<file path="config.mk">
export PLATFORM = sky130hd
export DESIGN_NAME = adc_sample_scheduler
export DESIGN_NICKNAME = d
export VERILOG_FILES = /design/src/rtl/adc_sample_scheduler.sv
export SDC_FILE = /design/constraint.sdc
export NUM_CORES = 1
export LEC_CHECK = 0
export BUFFER_PORTS_ARGS = -buffer_cell sky130_fd_sc_hd__buf_2
export CELL_PAD_IN_SITES_DETAIL_PLACEMENT = 0
export CELL_PAD_IN_SITES_GLOBAL_PLACEMENT = 1
export CORE_MARGIN = 4
export CORE_UTILIZATION = 33
export CTS_BUF_LIST = sky130_fd_sc_hd__clkbuf_8
export DETAILED_ROUTE_END_ITERATION = 10
export MAX_ROUTING_LAYER = met4
export PLACE_DENSITY_LB_ADDON = 0.12
export SYNTH_ARGS = -nofsm -noshare
export SYNTH_HDL_FRONTEND = slang
export SYNTH_SLANG_ARGS = --single-unit
</file>
<file path="constraint.sdc">
create_clock -name CLKsample -period 1.3 [get_ports CLKsample]
set_input_delay 0.26 -clock CLKsample [delete_from_list [all_inputs] [get_ports CLKsample]]
set_output_delay 0.26 -clock CLKsample [all_outputs]
set_load 0.05 [all_outputs]
</file>
<file path="src/rtl/adc_sample_scheduler.sv">
// Two-requester arbiter/sequencer in front of the single MCP3002 SPI leader.
// Optional frame timeout and err path are built when ADC_SCHED_TIMEOUT_EN is defined.
module adc_sample_scheduler #(
  parameter int TIMEOUT = 32
) (
  input  logic       CLKsample,
  input  logic       RESET,
  input  logic [1:0] req,
  input  logic [1:0] req_ch,
  input  logic [1:0] ack,
  input  logic       frame_done,
  input  logic [7:0] sample_word,
  output logic       conv_en,
  output logic       chan_sel,
  output logic [1:0] grant,
  output logic [7:0] data_out,
  output logic       data_valid,
  output logic       err
);

  typedef enum logic [1:0] {IDLE, GRANT, CONV, DELIVER} state_t;

  // A leader frame is 16 cycles, so anything shorter would always abort.
  if (TIMEOUT < 17) begin : g_timeout_range
    $error("adc_sample_scheduler: TIMEOUT must be at least 17");
  end

  state_t     state_r, state_s;
  logic [1:0] grant_r, grant_s;
  logic       chan_sel_r, chan_sel_s;
  logic       conv_en_r, conv_en_s;
  logic [7:0] data_out_r, data_out_s;
  logic       data_valid_r, data_valid_s;
  logic       err_r, err_s;
  logic       prio_r, prio_s;

`ifdef ADC_SCHED_TIMEOUT_EN
  localparam int CW = $clog2(TIMEOUT);
  localparam logic [CW-1:0] TCNT_LAST = CW'(TIMEOUT - 1);
  logic [CW-1:0] tcnt_r, tcnt_s;
`endif

  // Next-state and next-output decode for the arbitration sequence.
  always_comb begin
    state_s      = state_r;
    grant_s      = grant_r;
    chan_sel_s   = chan_sel_r;
    conv_en_s    = conv_en_r;
    data_out_s   = data_out_r;
    data_valid_s = data_valid_r;
    err_s        = err_r;
    prio_s       = prio_r;
`ifdef ADC_SCHED_TIMEOUT_EN
    tcnt_s       = tcnt_r;
`endif
    case (state_r)
      IDLE: begin
        case (req)
          2'b01:   begin grant_s = 2'b01; state_s = GRANT; end
          2'b10:   begin grant_s = 2'b10; state_s = GRANT; end
          2'b11:   begin grant_s = prio_r ? 2'b10 : 2'b01; state_s = GRANT; end
          default: begin grant_s = 2'b00; state_s = IDLE; end
        endcase
      end
      GRANT: begin
        chan_sel_s = grant_r[1] ? req_ch[1] : req_ch[0];
        conv_en_s  = 1'b1;
`ifdef ADC_SCHED_TIMEOUT_EN
        tcnt_s     = '0;
`endif
        state_s    = CONV;
      end
      CONV: begin
        // A frame completing on the expiry cycle still wins over the timeout.
        if (frame_done) begin
          data_out_s   = sample_word;
          conv_en_s    = 1'b0;
          data_valid_s = 1'b1;
          err_s        = 1'b0;
          state_s      = DELIVER;
        end
`ifdef ADC_SCHED_TIMEOUT_EN
        else if (tcnt_r == TCNT_LAST) begin
          data_out_s   = 8'h00;
          conv_en_s    = 1'b0;
          data_valid_s = 1'b1;
          err_s        = 1'b1;
          state_s      = DELIVER;
        end else begin
          tcnt_s = tcnt_r + {{(CW-1){1'b0}}, 1'b1};
        end
`else
        else begin
          state_s = CONV;
        end
`endif
      end
      DELIVER: begin
        if ((ack & grant_r) != 2'b00) begin
          data_valid_s = 1'b0;
          err_s        = 1'b0;
          grant_s      = 2'b00;
          prio_s       = grant_r[0];
          state_s      = IDLE;
        end else begin
          state_s = DELIVER;
        end
      end
      default: begin
        state_s = IDLE;
      end
    endcase
  end

  // State and output registers.
  always_ff @(posedge CLKsample or negedge RESET) begin
    if (!RESET) begin
      state_r      <= IDLE;
      grant_r      <= 2'b00;
      chan_sel_r   <= 1'b0;
      conv_en_r    <= 1'b0;
      data_out_r   <= 8'h00;
      data_valid_r <= 1'b0;
      err_r        <= 1'b0;
      prio_r       <= 1'b0;
`ifdef ADC_SCHED_TIMEOUT_EN
      tcnt_r       <= '0;
`endif
    end else begin
      state_r      <= state_s;
      grant_r      <= grant_s;
      chan_sel_r   <= chan_sel_s;
      conv_en_r    <= conv_en_s;
      data_out_r   <= data_out_s;
      data_valid_r <= data_valid_s;
      err_r        <= err_s;
      prio_r       <= prio_s;
`ifdef ADC_SCHED_TIMEOUT_EN
      tcnt_r       <= tcnt_s;
`endif
    end
  end

  assign conv_en    = conv_en_r;
  assign chan_sel   = chan_sel_r;
  assign grant      = grant_r;
  assign data_out   = data_out_r;
  assign data_valid = data_valid_r;
  assign err        = err_r;

endmodule

</file>
==> metrics.yaml, run 1 <==
synth_top_cell_area_share_pct: 56.7
grt_usage_pct: 10.7
yosys_warnings: 0
crit_path_end_kind: "flip-flop"
final_util_pct: 47.7
yosys_most_used_dff: "dfrtp_1"
async_reset_ff_share_pct: 100
holdPathStages: 2
placed_area_um2: 887
nets: 106
r2r_cells: 4
finalMaxSlewViolations: 0
path_clk_slew_ps: 60
status: "complete, no violations"
setup_violations: 0
dp_slack_ps: -23.9
finClkSkew_ps: 4.15
timing.rr.end: "prio_r$_DFFE_PN0P_"
ys_ff_latch: 16
power_density_nw_per_um2: 1090
crit_fanout: 5
layout-drive-gt1-share_pct: 59.1
yosys-top-cells-count: "dfrtp_1, mux2_4, a21oi_1"
overflow: 0
clock.fmax_mhz: 799
gp_congestion: 0.717
cts_tree: "built"
synth_top_cell_by_area: "dfrtp_1"
diodes: 0
antenna_found_initial: 0
post_drt_wl_per_cell_um: 12.5
timing.final.crit_share_pct: 96.3
root_buffer: "clkbuf_8"
synthesis.area_um2: 706
regToRegSetupSlack_ps: 50
worst-endpoint-arrival_ps: 1380
wl_mm: 1.43
die_h_um: 54.2
grt_pass1_vias: 479
hold_viol_final: 0
fp.dieArea_um2: 2940
dr.pass1.iters: 3
floorplan.initialDensity_pct: 35.3
synth_fp_nets: 69
grt_pass1_wl_mm: 2.15
initialDrtViolationCount: 3
area_growth_pct: 35.3
synth_most_common_cell: "dfrtp_1"
rsz0062_at_grt: "no"
final_antenna_net_count: 0
period_needed_ps: 1250
layout_setup_ws_ps: 48.7
clock_latency_ps: 240
core_um2: 2000
maxCapViolations: 0
cts_sinks: 16
crit_type: "flip-flop to flip-flop"
drc: 0
die_width_um: 54.2
ys_types: 21
grt_max_degree: 17
hold_start: "sample_word[2]"
rows: 16
r2r-start: "state_r[1]$_DFF_PN0_"
cp-start-kind: "flip-flop"
cp_data_required_time_ps: 1430
cts-htree-levels: 1
clockBufferDepth: 2
routed_via_density: 4.43
vdd_drop_max_mv: 0.427
avgSynthCellArea_um2: 13.6
synth_area_leaders: "dfrtp_1, mux2_4, buf_6, a21oi_1, a32o_1"
io_buffers: 29
hold_path_class: "primary input to flip-flop"
ios: 31
numCtsBuffers: 3
hpwl_mm: 1.11
ys_seq_area_share_pct: 56.7
leakage_nw: 0.518
hold_path_end: "data_out[2]$_DFFE_PN0P_"
crit_start: "state_r[1]$_DFF_PN0_"
final_area_um2: 955
vias: 510
synth_cells: 52
synth_edf_count: 0
## registers in the layout, indices dropped and copies added (netlist names)
register	count
grant	2
data_out	8
state_r	2
data_valid	1
prio_r	1
chan_sel	1
conv_en	1
## metal layers
metal / global-route usage [%] / wire length (um)
met1: 15.0 / 680
met2: 13.9 / 657
met3: 3.27 / 74
met4: 4.98 / 20
met5: - / 0
## cells by family (layout without fill, tap and decap cells)
logic type             after synthesis  in the layout  synth area share [%]
other                                1              1                 0.531
multiplexers                        10             10                  20.0
AND/OR/NAND/NOR                      8              8                  5.85
AO/OA/AOI/OAI                       12             12                  11.5
buffers and inverters                5             41                  5.32
flip-flops                          16             16                  56.7
## power by group
group	internal (mW)	switching, mW	total, mW
Sequential	0.515	0.00920	0.524
Combinational	0.0548	0.100	0.155
Clock	0.209	0.156	0.364
## metrics by stage
stage	setup TNS, ps	hold WS [ps]	power [mW]	std cells
2_1_floorplan	0	-35.6	0.630	52
3_3_place_gp	-120	198	0.688	109
3_5_place_dp	-167	195	0.688	109
4_1_cts	0	242	1.07	114
5_1_grt	0	241	1.09	115
6_report	0	247	1.04	115
## area by class of cell
class                           instances  area (um2)
Tap cell                               27        33.8
Fill cell                             203        1050
Clock inverter                          1        3.75
Sequential cell                        16         403
Clock buffer                            3        41.3
Timing Repair Buffer                   35         193
Multi-Input combinational cell         31         273
Inverter                                2        7.51
## how the worst max path moves through the flow
stage                                          to
after floorplan                prio_r$_DFFE_PN0P_
after global placement    data_out[0]$_DFFE_PN0P_
after detailed placement  data_out[5]$_DFFE_PN0P_
after CTS                      prio_r$_DFFE_PN0P_
after global routing         grant[0]$_DFFE_PN0P_
final                          prio_r$_DFFE_PN0P_
## cells in the final DEF (no fill, tap or decap), drive strengths merged, types with 2 or more instances in the layout
master,netlist,routed
a21oi,4,4
a32o,2,2
nand2,3,3
mux2,9,9
nor2,2,2
dfrtp,16,16
o21ai,2,2
buf,3,34
clkbuf,0,3
inv,2,3
## repair_timing
action / in CTS / in global routing
setup endpoints to repair: 8 / 3
endpoints found under the hold margin: 16 / 0
cloned: 0 / 0
gates resized for setup: 2 / 1
setup buffers: 0 / 1
hold buffers: 1 / 0
## critical path: stages, from the launching register on
cell	delay, ps
dfrtp_1	380
buf_4	150
and2_2	200
nand2_2	80
mux2_2	330
Power figures use the tool's default switching activity.
==> inputs of run 2 (changes only) <==
- CORE_UTILIZATION: 33 -> 37
- CTS_BUF_LIST: sky130_fd_sc_hd__clkbuf_8 -> default
- clock period: 1.3 -> 1.5 ns (I/O delays scaled with it)
==> metrics.yaml, run 2 (synthesized netlist as in run 1, its figures left out) <==
grt_max_degree: 17  # unchanged
rows: 15  # was 16
final_antenna_net_count: 0  # unchanged
core_um2: 1760  # was 2000 um2
leakage_nw: 0.491  # was 0.518 nW
pwr-share-clk_pct: 32.3  # was 34.9%
period_needed_ps: 1410  # was 1250 ps
antenna_found_initial: 0  # unchanged
vdd_drop_max_mv: 0.466  # was 0.427 mV
cp_slowest_cell: "dfrtp_1"  # unchanged
cts_tree: "built"  # unchanged
hpwl_mm: 1.03  # was 1.11 mm
diodes: 0  # unchanged
drc: 0  # unchanged
crit_type: "flip-flop to flip-flop"  # unchanged
grt_pass1_vias: 519  # was 479
dp.cells: 103  # was 109
tns_ps: 0  # unchanged
area_growth_pct: 27.3  # was 35.3%
gp_congestion: 0.766  # was 0.717
grt_pass1_wl_mm: 2.15  # unchanged
cts-htree-levels: 1  # unchanged
switching_share_pct: 26.0  # was 25.4%
worst-endpoint-arrival_ps: 1580  # was 1380 ps
hold_viol_final: 0  # unchanged
numCtsBuffers: 3  # unchanged
die_width_um: 51.7  # was 54.2 um
post_drt_wl_per_cell_um: 12.2  # was 12.5 um
setup_violations: 0  # unchanged
clockBufferDepth: 2  # unchanged
crit_path_end_kind: "flip-flop"  # unchanged
io_buffers: 29  # unchanged
path_clk_slew_ps: 90  # was 60 ps
clock_latency_ps: 280  # was 240 ps
maxCapViolations: 0  # unchanged
crit_chain: "nand2_2, or2_1, mux2_4"  # was buf_4, and2_2, nand2_2, mux2_2
finClkSkew_ps: 1.74  # was 4.15 ps
crit_fanout: 8  # was 5
cts_sinks: 16  # unchanged
overflow: 0  # unchanged
final_cells: 108  # was 115
pwr-share-seq_pct: 52.5  # was 50.2%
critical_path.top_delay_family: "simple AND/OR/NAND/NOR gates"  # was flip-flops
layout-drive-gt1-share_pct: 53.0  # was 59.1%
grt_usage_pct: 11.2  # was 10.7%
largest_register_ffs: 8  # unchanged
status: "complete, no violations"  # unchanged
power_density_nw_per_um2: 962  # was 1090 nW/um2
hold_path_class: "primary input to flip-flop"  # unchanged
p_sw_mw: 0.225  # was 0.265 mW
ios: 31  # unchanged
routed_via_density: 4.47  # was 4.43
nets: 101  # was 106
mostFrequentLayoutCell: "buf_2"  # unchanged
fp.dieArea_um2: 2670  # was 2940 um2
path_buf_inv: 0  # was 1
post_cts_buffers: 0  # unchanged
n_fill_cell: 178  # was 203
initialDrtViolationCount: 5  # was 3
floorplan.initialDensity_pct: 40.0  # was 35.3%
clock.fmax_mhz: 710  # was 799 MHz
p_int_mw: 0.639  # was 0.779 mW
combPwrFrac_pct: 15.2  # was 14.9%
max_stage_delay_ps: 440  # was 380 ps
finalMaxSlewViolations: 0  # unchanged
ctsResizeCount: 0  # was 2
dr.pass1.iters: 2  # was 3
cp_data_required_time_ps: 1680  # was 1430 ps
wl_mm: 1.32  # was 1.43 mm
timing.final.crit_share_pct: 93.8  # was 96.3%
vias: 483  # was 510
root_buffer: "clkbuf_4"  # was clkbuf_8
hold_buffers: 1  # unchanged
layout_common_cells: "buf_2, dfrtp_1, mux2_4, a21oi_1, clkbuf_4"  # was buf_2, dfrtp_1, mux2_4, buf_4, a21oi_1
die_h_um: 51.7  # was 54.2 um
cp-start-kind: "flip-flop"  # unchanged
rsz0062_at_grt: "no"  # unchanged
-- run 2: changes by cell type in the layout (fill, tap and decap cells not counted), sizes merged --
cell | before | now
inv | 3 | 2
buf | 34 | 29
clkbuf | 3 | 4
-- run 2: power groups by stage --
stage                     Combinational, mW  Clock (mW)  Sequential (mW)
after floorplan                      0.0315           0            0.515
after global placement                0.131           0            0.463
after detailed placement              0.131           0            0.463
after CTS                             0.133       0.291            0.454
after global routing                  0.140       0.309            0.456
final                                 0.131       0.279            0.454
-- run 2: worst register-to-register path, delay by kind of cell (launching register included) --
kind / cells / cell delay [ps]
simple gates: 2 / 510
flops: 1 / 440
mux: 1 / 340
-- run 2: final timing paths --
path,start,cells past startpoint,endpoint,slack [ps]
max,state_r[1]$_DFF_PN0_,3,data_out[2]$_DFFE_PN0P_,90
min,sample_word[7],2,data_out[7]$_DFFE_PN0P_,240
max reg2reg,state_r[1]$_DFF_PN0_,3,data_out[2]$_DFFE_PN0P_,90
min reg2reg,data_valid$_DFFE_PN0P_,1,data_valid$_DFFE_PN0P_,510
max in group asynchronous,RESET,2,data_out[2]$_DFFE_PN0P_,790
min in group asynchronous,RESET,2,chan_sel$_DFFE_PN0P_,450
-- run 2: per-layer routing --
| layer | vias up | routed length, um | global-route usage, % |
|---|---|---|---|
| met5 | - | 0 | - |
| li1 | 246 | - | - |
| met1 | 222 | 603 | 12.8 |
| met4 | 0 | 11 | 2.62 |
| met2 | 13 | 629 | 17.8 |
| met3 | 2 | 71 | 5.16 |
-- run 2: cell type report --
cell class              instances  area (um2)  share of cell area [%]
clock buffers                   4        36.3                    4.04
inverters                       2        7.51                   0.836
multi-input cells              31         268                    29.8
flip-flops and latches         16         400                    44.6
well taps                      25        31.3                    3.48
repair buffers                 30         155                    17.3
-- run 2: stage by stage --
step / util (%) / hold WS (ps) / setup WS, ps / power [mW] / cell area [um2]
2_1_floorplan: - / 4.41 / 113 / 0.546 / 706
3_3_place_gp: 48.3 / 230 / 133 / 0.593 / 852
3_5_place_dp: 48.3 / 228 / 103 / 0.594 / 852
4_1_cts: 50.9 / 228 / 93.0 / 0.879 / 898
5_1_grt: 50.9 / 227 / 4.24 / 0.905 / 898
6_report: 50.9 / 237 / 92.3 / 0.864 / 898
